$ cat src/rtl/jkff_bank_counter.sv
// jkff_bank_counter: WIDTH-bit bank of JK flip-flops with raw JK, modulo
// up/down counting and parallel load modes. Counting wraps or saturates at
// MAX_COUNT, and tc gives a one-edge lookahead of the ovf event so that banks
// can be cascaded.
module jkff_bank_counter #(
  parameter int WIDTH     = 4,
  parameter int MAX_COUNT = 2**WIDTH - 1,
  parameter bit SATURATE  = 1'b0
) (
  input  logic             clk,
  input  logic             asyncReset,
  input  logic             en,
  input  logic [1:0]       mode,
  input  logic [WIDTH-1:0] J,
  input  logic [WIDTH-1:0] K,
  input  logic [WIDTH-1:0] D,
  output logic [WIDTH-1:0] Q,
  output logic [WIDTH-1:0] notQ,
  output logic             tc,
  output logic             ovf
);

  localparam logic [1:0] MODE_JK   = 2'b00;
  localparam logic [1:0] MODE_UP   = 2'b01;
  localparam logic [1:0] MODE_DOWN = 2'b10;
  localparam logic [1:0] MODE_LOAD = 2'b11;

  // One extra bit keeps the increment and the ceiling compares free of overflow.
  localparam logic [WIDTH:0]   MAX_EXT = (WIDTH+1)'(MAX_COUNT);
  localparam logic [WIDTH-1:0] MAX_Q   = MAX_EXT[WIDTH-1:0];

  logic [WIDTH:0]   qExt;
  logic [WIDTH:0]   dExt;
  logic [WIDTH:0]   qInc;
  logic [WIDTH:0]   qDec;
  logic [WIDTH-1:0] qNext;
  logic             ovfNext;

  assign qExt = {1'b0, Q};
  assign dExt = {1'b0, D};
  assign qInc = qExt + 1'b1;
  assign qDec = qExt - 1'b1;

  // Next-state selection for the bank and the overflow event.
  always_comb begin
    qNext   = Q;
    ovfNext = 1'b0;
    if (en) begin
      case (mode)
        MODE_JK: begin
          qNext = (J & ~Q) | (~K & Q);
        end
        MODE_UP: begin
          if (qExt >= MAX_EXT) begin
            ovfNext = 1'b1;
            qNext   = SATURATE ? MAX_Q : '0;
          end else begin
            qNext = qInc[WIDTH-1:0];
          end
        end
        MODE_DOWN: begin
          // Values above the ceiling (reachable only through raw JK) snap back in range.
          if (qExt > MAX_EXT) begin
            qNext = MAX_Q;
          end else if (Q != '0) begin
            qNext = qDec[WIDTH-1:0];
          end else begin
            ovfNext = 1'b1;
            qNext   = SATURATE ? '0 : MAX_Q;
          end
        end
        MODE_LOAD: begin
          qNext = (dExt > MAX_EXT) ? MAX_Q : D;
        end
        default: begin
          qNext = Q;
        end
      endcase
    end
  end

  // State register with asynchronous active-high reset.
  always_ff @(posedge clk or posedge asyncReset) begin
    if (asyncReset) begin
      Q   <= '0;
      ovf <= 1'b0;
    end else begin
      Q   <= qNext;
      ovf <= ovfNext;
    end
  end

  // Complement output and the combinational terminal-count lookahead.
  assign notQ = ~Q;
  assign tc   = en & (((mode == MODE_UP) & (qExt >= MAX_EXT)) |
                      ((mode == MODE_DOWN) & (Q == '0)));

endmodule

$ cat config.mk
export PLATFORM = sky130hd
export DESIGN_NAME = jkff_bank_counter
export DESIGN_NICKNAME = d
export VERILOG_FILES = /design/src/rtl/jkff_bank_counter.sv
export SDC_FILE = /design/constraint.sdc
export NUM_CORES = 1
export LEC_CHECK = 0
export ABC_AREA = 1
export CAP_MARGIN = 10
export CORE_MARGIN = 3
export CORE_UTILIZATION = 30
export DETAILED_ROUTE_END_ITERATION = 8
export GPL_TIMING_DRIVEN = 0
export HOLD_SLACK_MARGIN = 0.1
export PLACE_DENSITY = 0.74
export SKIP_LAST_GASP = 1
export SLEW_MARGIN = 20
export SYNTH_ARGS = -nofsm -noshare
export SYNTH_HDL_FRONTEND = slang
export SYNTH_SLANG_ARGS = --single-unit
$ cat constraint.sdc
create_clock -name clk -period 1.61 [get_ports clk]
set_input_delay 0.483 -clock clk [delete_from_list [all_inputs] [get_ports clk]]
set_output_delay 0.483 -clock clk [all_outputs]
set_load 0.02 [all_outputs]
==> results.toml, run 1 <==
[layout]
synthToLayoutAreaGrowth_pct = 79.17
drive_above_1_share = 0.3821
finalNetCount = 147
diodes = 0
fillCellCount = 165

[placement]
place.gp.congestion = 0.7934
dp_hpwl_um = 1234
io_buffers = 26

[timing]
final-setup-viol-count = 1
tns_ps = -312.5
hold_viol = 0
clock.fmax_ghz = 0.5202
slew_viol_final = 0
tightest_slew_ps = 198.9
clock_skew_ps = 6.491
worst_slew_margin_rel = 0.8660
final.min_clock_period_ps = 1923
fin_crit_sh = 1.194
rsz0062_at_grt = "yes"
layout_setup_ws_ps = -312.5

[grt]
grt_start_max_net_pins = 9
grt_overflow = 0
grt_pass1_vias = 665
antenna_found_initial = 0
grt_usage = 0.1463
grt_pass1_wl_um = 2842

[routing]
wl_met1_um = 712
wl_met2_um = 805
wl_per_cell_um = 11.41
drt-initial-drc-count = 12
drt_wl_total_um = 1689
dr_total_vias = 683
dr.pass1.iters = 4
post-route-drc-count = 0
ant_nets = 0
met3_length_um = 171
top_layer_used = "met3"
via_per_inst = 4.615

[logic_synthesis]
synth-main-ff-cell = "dfrtp_1"
synth-edff-count = 0
seq_area_frac_synth = 0.2193
synth_compound_area_frac = 0.1886
synth_top_family_by_area = "simple AND/OR/NAND/NOR gates"
synthMuxAreaShare = 0
synth_top_area_frac = 0.2193
async_reset_ff_frac = 1.000
syn_inst = 81
ys_types = 23
synth_xor_area_frac = 0.01535
synthTopCellsByArea = "dfrtp_1 22%, ha_1 13%, nand2_1 13%"
synthSimpleGateAreaFrac = 0.3202
synth_nets = 104
synth.ff_latch_count = 5
synthTopCellsByCount = "19 x nand2_1, 12 x inv_1, 7 x o21ai_0"
yosys_warnings = 0
synth-adder-area-share = 0.1316
yosys.area.top_type = "dfrtp_1"
synth_area_sq_um = 570.5
synth.most_common_cell = "nand2_1"
synth_area_per_cell_sq_um = 7.044

[clock_tree]
cts_tree = "yes"
clk_latency_ps = 240
cts_sinks = 5
path_clk_slew_ps = 50
cts_buffers = 3
clock_path_buffers = 2
h-tree-depth = 1
cts_hold_buf = 0
root_buffer = "clkbuf_4"

[pwr]
total_power_mw = 0.7256
p_clk_frac = 0.199
power_frac_comb = 0.568
netSwitchingFraction = 0.4033
switching_power_mw = 0.2926
p_leak_nw = 0.4994
p_int_mw = 0.4330
seqPwrFrac = 0.233
pwr_density_cell_nw_per_um2 = 709.9
ir_drop_uv = 749.6

[worst_setup_path]
crit_top_cell = "inv_2"
reg2regPathDepth = 8
reg2reg_from = "Q[0]"
crit_fanout = 4
r2r_setup_slack_ps = 160
cp_cell_sequence = "clkdlybuf4s15_2, inv_2, ha_4, inv_2, nor3_4, a21oi_2, nor2_4, buf_6"
start_kind = "input pin"
end_kind = "output port"
cp_slowest_cell = "clkdlybuf4s15_2"
critical_path_class = "in2out"
worstPathRequired_ps = 1130
cpPeakStageDelay_ps = 210
worst_r2r_endpoint = "ovf"
cp.arrival_ps = 1440

[worst_hold_path]
hp-class = "in2async"

[floorplanning]
start_util = 0.3234
core_sq_um = 1764
die_h_um = 49.61
io_pins = 27
die_x_um = 49.61
rows = 15
die_area_sq_um = 2461

[flow_run]
timing.max_cap.violations = 0

[status]
failed_checks = "negative setup slack"
status = "finished with violations"
[critical path: cells and delay by family]
family	cells	cell delay, ps
AND/OR/NAND/NOR	2	280
buffers and inverters	4	460
AO/OA/AOI/OAI	1	80
adder cells (fa/ha/maj)	1	150
[kinds of logic (layout without fill, tap and decap cells)]
kind of cell,count (synthesis),in the layout
simple gates,36,36
compound gates,18,18
buf+inv,15,57
fa+ha+maj,6,6
flops,5,5
xor+xnor,1,1
[power groups by stage]
stage / clock network [mW] / registers [mW] / logic (mW)
6_report: 0.145 / 0.169 / 0.412
5_1_grt: 0.162 / 0.171 / 0.450
4_1_cts: 0.148 / 0.168 / 0.402
3_5_place_dp: 0 / 0.176 / 0.373
3_3_place_gp: 0 / 0.176 / 0.366
2_1_floorplan: 0 / 0.192 / 0.210
[layer usage]
metal	vias up	track usage
li1	349	-
met1	303	0.1845
met2	31	0.2335
met3	0	0.05136
met4	0	0.04147
met5	-	0
[worst max path at each step]
stage,from,endpoint
floorplan,mode[0],tc
global placement,mode[0],tc
detailed placement,mode[0],tc
CTS,Q[0],tc
global route,mode[0],tc
finish,mode[0],tc
[timing repair]
action	CTS	global route
buffers inserted	10	2
pin swaps	5	1
gates resized for setup	31	9
endpoints found under the setup margin	13	7
[stage by stage]
| stage | util | instances | setup WS [ps] | cell area, sq um | hold slack, ps |
|---|---|---|---|---|---|
| after floorplan | - | 81 | -75.76 | 610.6 | 261.4 |
| after detailed placement | 0.5113 | 132 | -1188 | 902.1 | 639.2 |
| after global routing | 0.5794 | 148 | -353.8 | 1022 | 449.8 |
| after CTS | 0.5752 | 146 | -297.4 | 1015 | 435.5 |
| final | 0.5794 | 148 | -312.5 | 1022 | 430.7 |
| after global placement | 0.5113 | 132 | -1170 | 902.1 | 622.7 |
[cell type report]
type / instances / area, sq um / share of cell area
multi-input cells: 61 / 419.2 / 0.4100
well taps: 25 / 31.28 / 0.03060
inverters: 14 / 65.06 / 0.06365
flip-flops and latches: 5 / 128.9 / 0.1261
repair buffers: 38 / 340.3 / 0.3329
plain buffers: 1 / 11.26 / 0.01102
clock buffers: 4 / 26.28 / 0.02570
[flip-flops by register name, summed over array words and instances (netlist names)]
signal	count
Q	4
ovf	1
[cells in the final DEF (no fill, tap or decap), types with 2 or more instances in the layout]
cell type / count
nand2_1: 19
clkdlybuf4s50_1: 14
buf_4: 12
inv_1: 7
o21ai_0: 7
a21oi_1: 5
inv_2: 4
nand3_1: 4
nor2_1: 4
dlygate4sd2_1: 4
dfrtp_2: 3
buf_6: 3
a21oi_2: 3
ha_1: 3
clkbuf_4: 3
dfrtp_1: 2
inv_4: 2
nand3_2: 2
ha_4: 2
clkdlybuf4s15_2: 2
clkdlybuf4s15_1: 2
buf_2: 2
No activity file was read; power rests on OpenSTA's default activity.
==> run 2: changes to the inputs <==
--- a/config.mk
+++ b/config.mk
@@ -7,6 +7,7 @@
 export LEC_CHECK = 0
 export ABC_AREA = 1
 export CAP_MARGIN = 10
+export CORE_ASPECT_RATIO = 0.75
 export CORE_MARGIN = 3
 export CORE_UTILIZATION = 30
 export DETAILED_ROUTE_END_ITERATION = 8
==> results.toml, run 2 (synthesis results as in run 1) <==
[layout]
drive_above_1_share = 0.4160
synthToLayoutAreaGrowth_pct = 86.62
final_cell_mix = "19 x nand2_1, 15 x clkdlybuf4s50_1, 12 x buf_4"
finalNetCount = 149
finalInstanceArea_sq_um = 1065
largest_reg_flops = 4
diodes = 0
layout_commonest_cell = "nand2_1"
top_regs = "Q (4), ovf (1)"
final_util = 0.6566
regMostFlops = "Q"
fillCellCount = 142

[clock_tree]
cts_hold_buf = 0
h-tree-depth = 1
clk_latency_ps = 260
path_clk_slew_ps = 50
cts_tree = "yes"
clock_path_buffers = 2
root_buffer = "clkbuf_4"
cts_buffers = 3
cts_sinks = 5

[worst_setup_path]
worstPathRequired_ps = 1130
critical_path_class = "reg2out"
start_kind = "flip-flop"
critical_path.startpoint = "Q[0]"
reg2reg_from = "Q[0]"
cp.arrival_ps = 1430
end_kind = "output port"
crit_fanout = 4
r2r_setup_slack_ps = 230

[floorplanning]
die_h_um = 43.77
core_sq_um = 1622
rows = 12
start_util = 0.3519
die_area_sq_um = 2466
io_pins = 27
die_x_um = 56.36

[timing]
holdWs_ps = 411.0
layout_setup_ws_ps = -306.2
clock_skew_ps = 9.613
final-setup-viol-count = 2
tns_ps = -525.4
worst_slew_margin_rel = 0.7953
rsz0062_at_grt = "yes"
hold_viol = 0
fin_crit_sh = 1.190
tightest_slew_ps = 306.6
final.min_clock_period_ps = 1916
clock.fmax_ghz = 0.5219
slew_viol_final = 0

[grt]
grt_overflow = 0
antenna_found_initial = 0
busiest_layer = "met2"
grt_use_met1 = 0.1728
use_met3 = 0.06250
grt_pass1_wl_um = 2911
grt_start_max_net_pins = 9
grt_pass1_vias = 657
grtUsageMet2 = 0.2727
grt_usage = 0.1577

[placement]
dp_slack_ps = -1186
io_buffers = 26
dp_hpwl_um = 1244
placed_area_sq_um = 897.1
place.gp.congestion = 0.8350

[pwr]
netSwitchingFraction = 0.4083
switching_power_mw = 0.3228
power_frac_comb = 0.577
ir_drop_uv = 631.8
p_clk_frac = 0.202
seqPwrFrac = 0.221
p_int_mw = 0.4678
pwr_density_cell_nw_per_um2 = 742.5
p_leak_nw = 0.5153

[routing]
dr_total_vias = 730
ant_nets = 0
via_per_inst = 5.000
post-route-drc-count = 0
drt-initial-drc-count = 33
dr.pass1.iters = 6
drt_wl_total_um = 1816
wl_per_cell_um = 12.44

[status]
status = "finished with violations"
failed_checks = "negative setup slack"

[worst_hold_path]
hp-class = "in2async"

[flow_run]
timing.max_cap.violations = 0
[run 2: path summary, 6_finish.rpt]
path,end,cells past startpoint
worst max-delay path,tc,6
worst min register to register,Q[0],2
worst max register to register,Q[2],9
max in group asynchronous,Q[1],2
min in group clk,Q[0],2
worst min-delay path,Q[2],2
[run 2: cell type report]
| type | instances | area [sq um] | area share |
|---|---|---|---|
| multi-input combinational | 61 | 439.2 | 0.4125 |
| clock buffer | 4 | 26.28 | 0.02468 |
| timing repair buffer | 40 | 367.9 | 0.3455 |
| buffer | 1 | 11.26 | 0.01058 |
| tap | 21 | 26.28 | 0.02468 |
| sequential | 5 | 128.9 | 0.1210 |
| inverter | 14 | 65.06 | 0.06110 |
[run 2: repair_timing]
| action | in CTS | in global routing |
|---|---|---|
| setup buffers | 13 | 4 |
| endpoints found under the setup margin | 11 | 5 |
| gates resized for setup | 42 | 9 |
| pin swaps | 5 | 2 |
[run 2: power groups by stage]
stage | combinational (mW) | clock (mW) | sequential (mW)
after global placement | 0.367 | 0 | 0.178
after floorplan | 0.210 | 0 | 0.192
after global routing | 0.493 | 0.174 | 0.177
after detailed placement | 0.373 | 0 | 0.177
final | 0.456 | 0.160 | 0.174
after CTS | 0.439 | 0.167 | 0.170
[run 2: metrics by stage]
stage | total power [mW] | cells
2_1_floorplan | 0.4027 | 81
3_3_place_gp | 0.5448 | 128
3_5_place_dp | 0.5500 | 128
4_1_cts | 0.7761 | 144
5_1_grt | 0.8436 | 146
6_report | 0.7906 | 146
[run 2: worst max-delay path: stages (launching register included)]
cell and delay, ps:
dfrtp_2 450, ha_4 180, nand3_1 110, inv_2 60, a21oi_4 200, nor2_4 40
buf_6 130
[run 2: routing by layer]
metal,share of wire,wire length (um)
met3,0.094,170
met2,0.49,881
met1,0.39,716
met5,0,0
met4,0.026,47
==> run 3: changes to the inputs <==
--- a/config.mk
+++ b/config.mk
@@ -8,7 +8,7 @@
 export ABC_AREA = 1
 export CAP_MARGIN = 10
 export CORE_ASPECT_RATIO = 0.75
-export CORE_MARGIN = 3
+export CORE_MARGIN = 1.5
 export CORE_UTILIZATION = 30
 export DETAILED_ROUTE_END_ITERATION = 8
 export GPL_TIMING_DRIVEN = 0
==> results.toml, run 3 (synthesis results as in run 1) <==
[floorplanning]
rows = 13
die_x_um = 53.36
die_h_um = 40.77
die_area_sq_um = 2175
core_sq_um = 1757
start_util = 0.3248
io_pins = 27

[grt]
grt_usage = 0.1979
grt_overflow = 0
grt_pass1_vias = 678
antenna_found_initial = 0
grt_start_max_net_pins = 9
grt_pass1_wl_um = 2973

[routing]
drt-initial-drc-count = 21
drt_wl_total_um = 1768
post-route-drc-count = 0
dr.pass1.iters = 4
dr_total_vias = 711
ant_nets = 0
via_per_inst = 4.804
wl_per_cell_um = 11.95

[layout]
diodes = 0
final_cell_mix = "19 x nand2_1, 15 x buf_4, 14 x clkdlybuf4s50_1"
synthToLayoutAreaGrowth_pct = 84.87
regMostFlops = "Q"
layout_commonest_cell = "nand2_1"
largest_reg_flops = 4
instances_no_fill = 148
final_util = 0.6004
drive_above_1_share = 0.4127
top_regs = "Q (4), ovf (1)"
finalInstanceArea_sq_um = 1055
finalNetCount = 150

[clock_tree]
path_clk_slew_ps = 50
clock_path_buffers = 2
cts_buffers = 3
h-tree-depth = 1
clk_latency_ps = 250
cts_sinks = 5
cts_hold_buf = 0
root_buffer = "clkbuf_4"
cts_tree = "yes"

[timing]
layout_setup_ws_ps = -315.8
holdWs_ps = 442.9
final.min_clock_period_ps = 1926
rsz0062_at_grt = "yes"
worst_slew_margin_rel = 0.7684
hold_viol = 0
tns_ps = -371.7
clock.fmax_ghz = 0.5193
final-setup-viol-count = 2
fin_crit_sh = 1.196
slew_viol_final = 0
tightest_slew_ps = 347.1
clock_skew_ps = 11.43

[pwr]
pwr_density_cell_nw_per_um2 = 722.8
netSwitchingFraction = 0.4091
p_int_mw = 0.4505
seqPwrFrac = 0.230
power_frac_comb = 0.569
ir_drop_uv = 708.3
p_clk_frac = 0.201
switching_power_mw = 0.3119
p_leak_nw = 0.5149

[worst_setup_path]
end_kind = "output port"
reg2regPathDepth = 9
critPathTopFamily = "buffers and inverters"
worstPathRequired_ps = 1130
cp_slowest_cell = "clkdlybuf4s50_1"
start_kind = "input pin"
critical_path_class = "in2out"
worst-path-stages = 4
cpPeakStageDelay_ps = 510
cp_cell_sequence = "clkdlybuf4s50_1, inv_1, nor2_4, buf_6"
critPathBufInv = 3
cp.arrival_ps = 1440
crit_fanout = 8

[status]
status = "finished with violations"
failed_checks = "negative setup slack"

[flow_run]
timing.max_cap.violations = 0

[placement]
dp_hpwl_um = 1261
place.gp.congestion = 0.8539
placed_area_sq_um = 898.4
dp_cells = 129
io_buffers = 26

[worst_hold_path]
hp-class = "in2async"
run 3: area by class of cell:
cell class / instances / area [sq um]
buffer: 1 / 11.26
clock buffer: 4 / 26.28
fill: 178 / 701.9
inverter: 14 / 65.06
multi-input combinational: 61 / 444.2
sequential: 5 / 128.9
tap: 22 / 27.53
timing repair buffer: 41 / 351.6
run 3: power by group through the flow:
stage / clock, mW / sequential (mW) / combinational [mW]
CTS: 0.160 / 0.170 / 0.420
global route: 0.169 / 0.178 / 0.481
finish: 0.153 / 0.175 / 0.434
detailed placement: 0 / 0.177 / 0.372
floorplan: 0 / 0.192 / 0.210
global placement: 0 / 0.177 / 0.365
run 3: final timing paths:
| kind | start | end | slack, ps |
|---|---|---|---|
| setup / recovery | en | tc | -320 |
| hold reg to reg | Q[3] | Q[3] | 690 |
| max in group asynchronous | asyncReset | Q[1] | 940 |
| setup reg to reg | Q[0] | ovf | 10 |
| min in group clk | Q[3] | Q[3] | 690 |
| hold / removal | asyncReset | Q[2] | 440 |
run 3: routing by layer:
metal  up-vias  global-route usage  wire length [um]
li1        356                   -                 -
met1       328              0.2467               758
met2        25              0.3549               870
met3         2             0.03650               124
met4         0             0.05769                14
met5         -                   0                 0
run 3: worst register-to-register path: cells and delay by family (launching register included):
family,cells,cell delay (ps)
AOI/OAI and AO/OA,1,70
adders and majority gates,1,150
buffers and inverters,4,440
DFF,1,460
and+or+nand+nor,3,380
run 3: what timing repair did:
action                                  CTS  global route
endpoints found under the setup margin   13             5
resized for setup                        35             9
buffers inserted                         12             5
pin swaps                                 5             3
run 3: stage by stage:
stage / setup WS, ps / power, mW
after floorplan: -75.76 / 0.4027
after global placement: -1157 / 0.5420
after detailed placement: -1183 / 0.5495
after CTS: -320.4 / 0.7499
after global routing: -368.9 / 0.8280
final: -315.8 / 0.7624
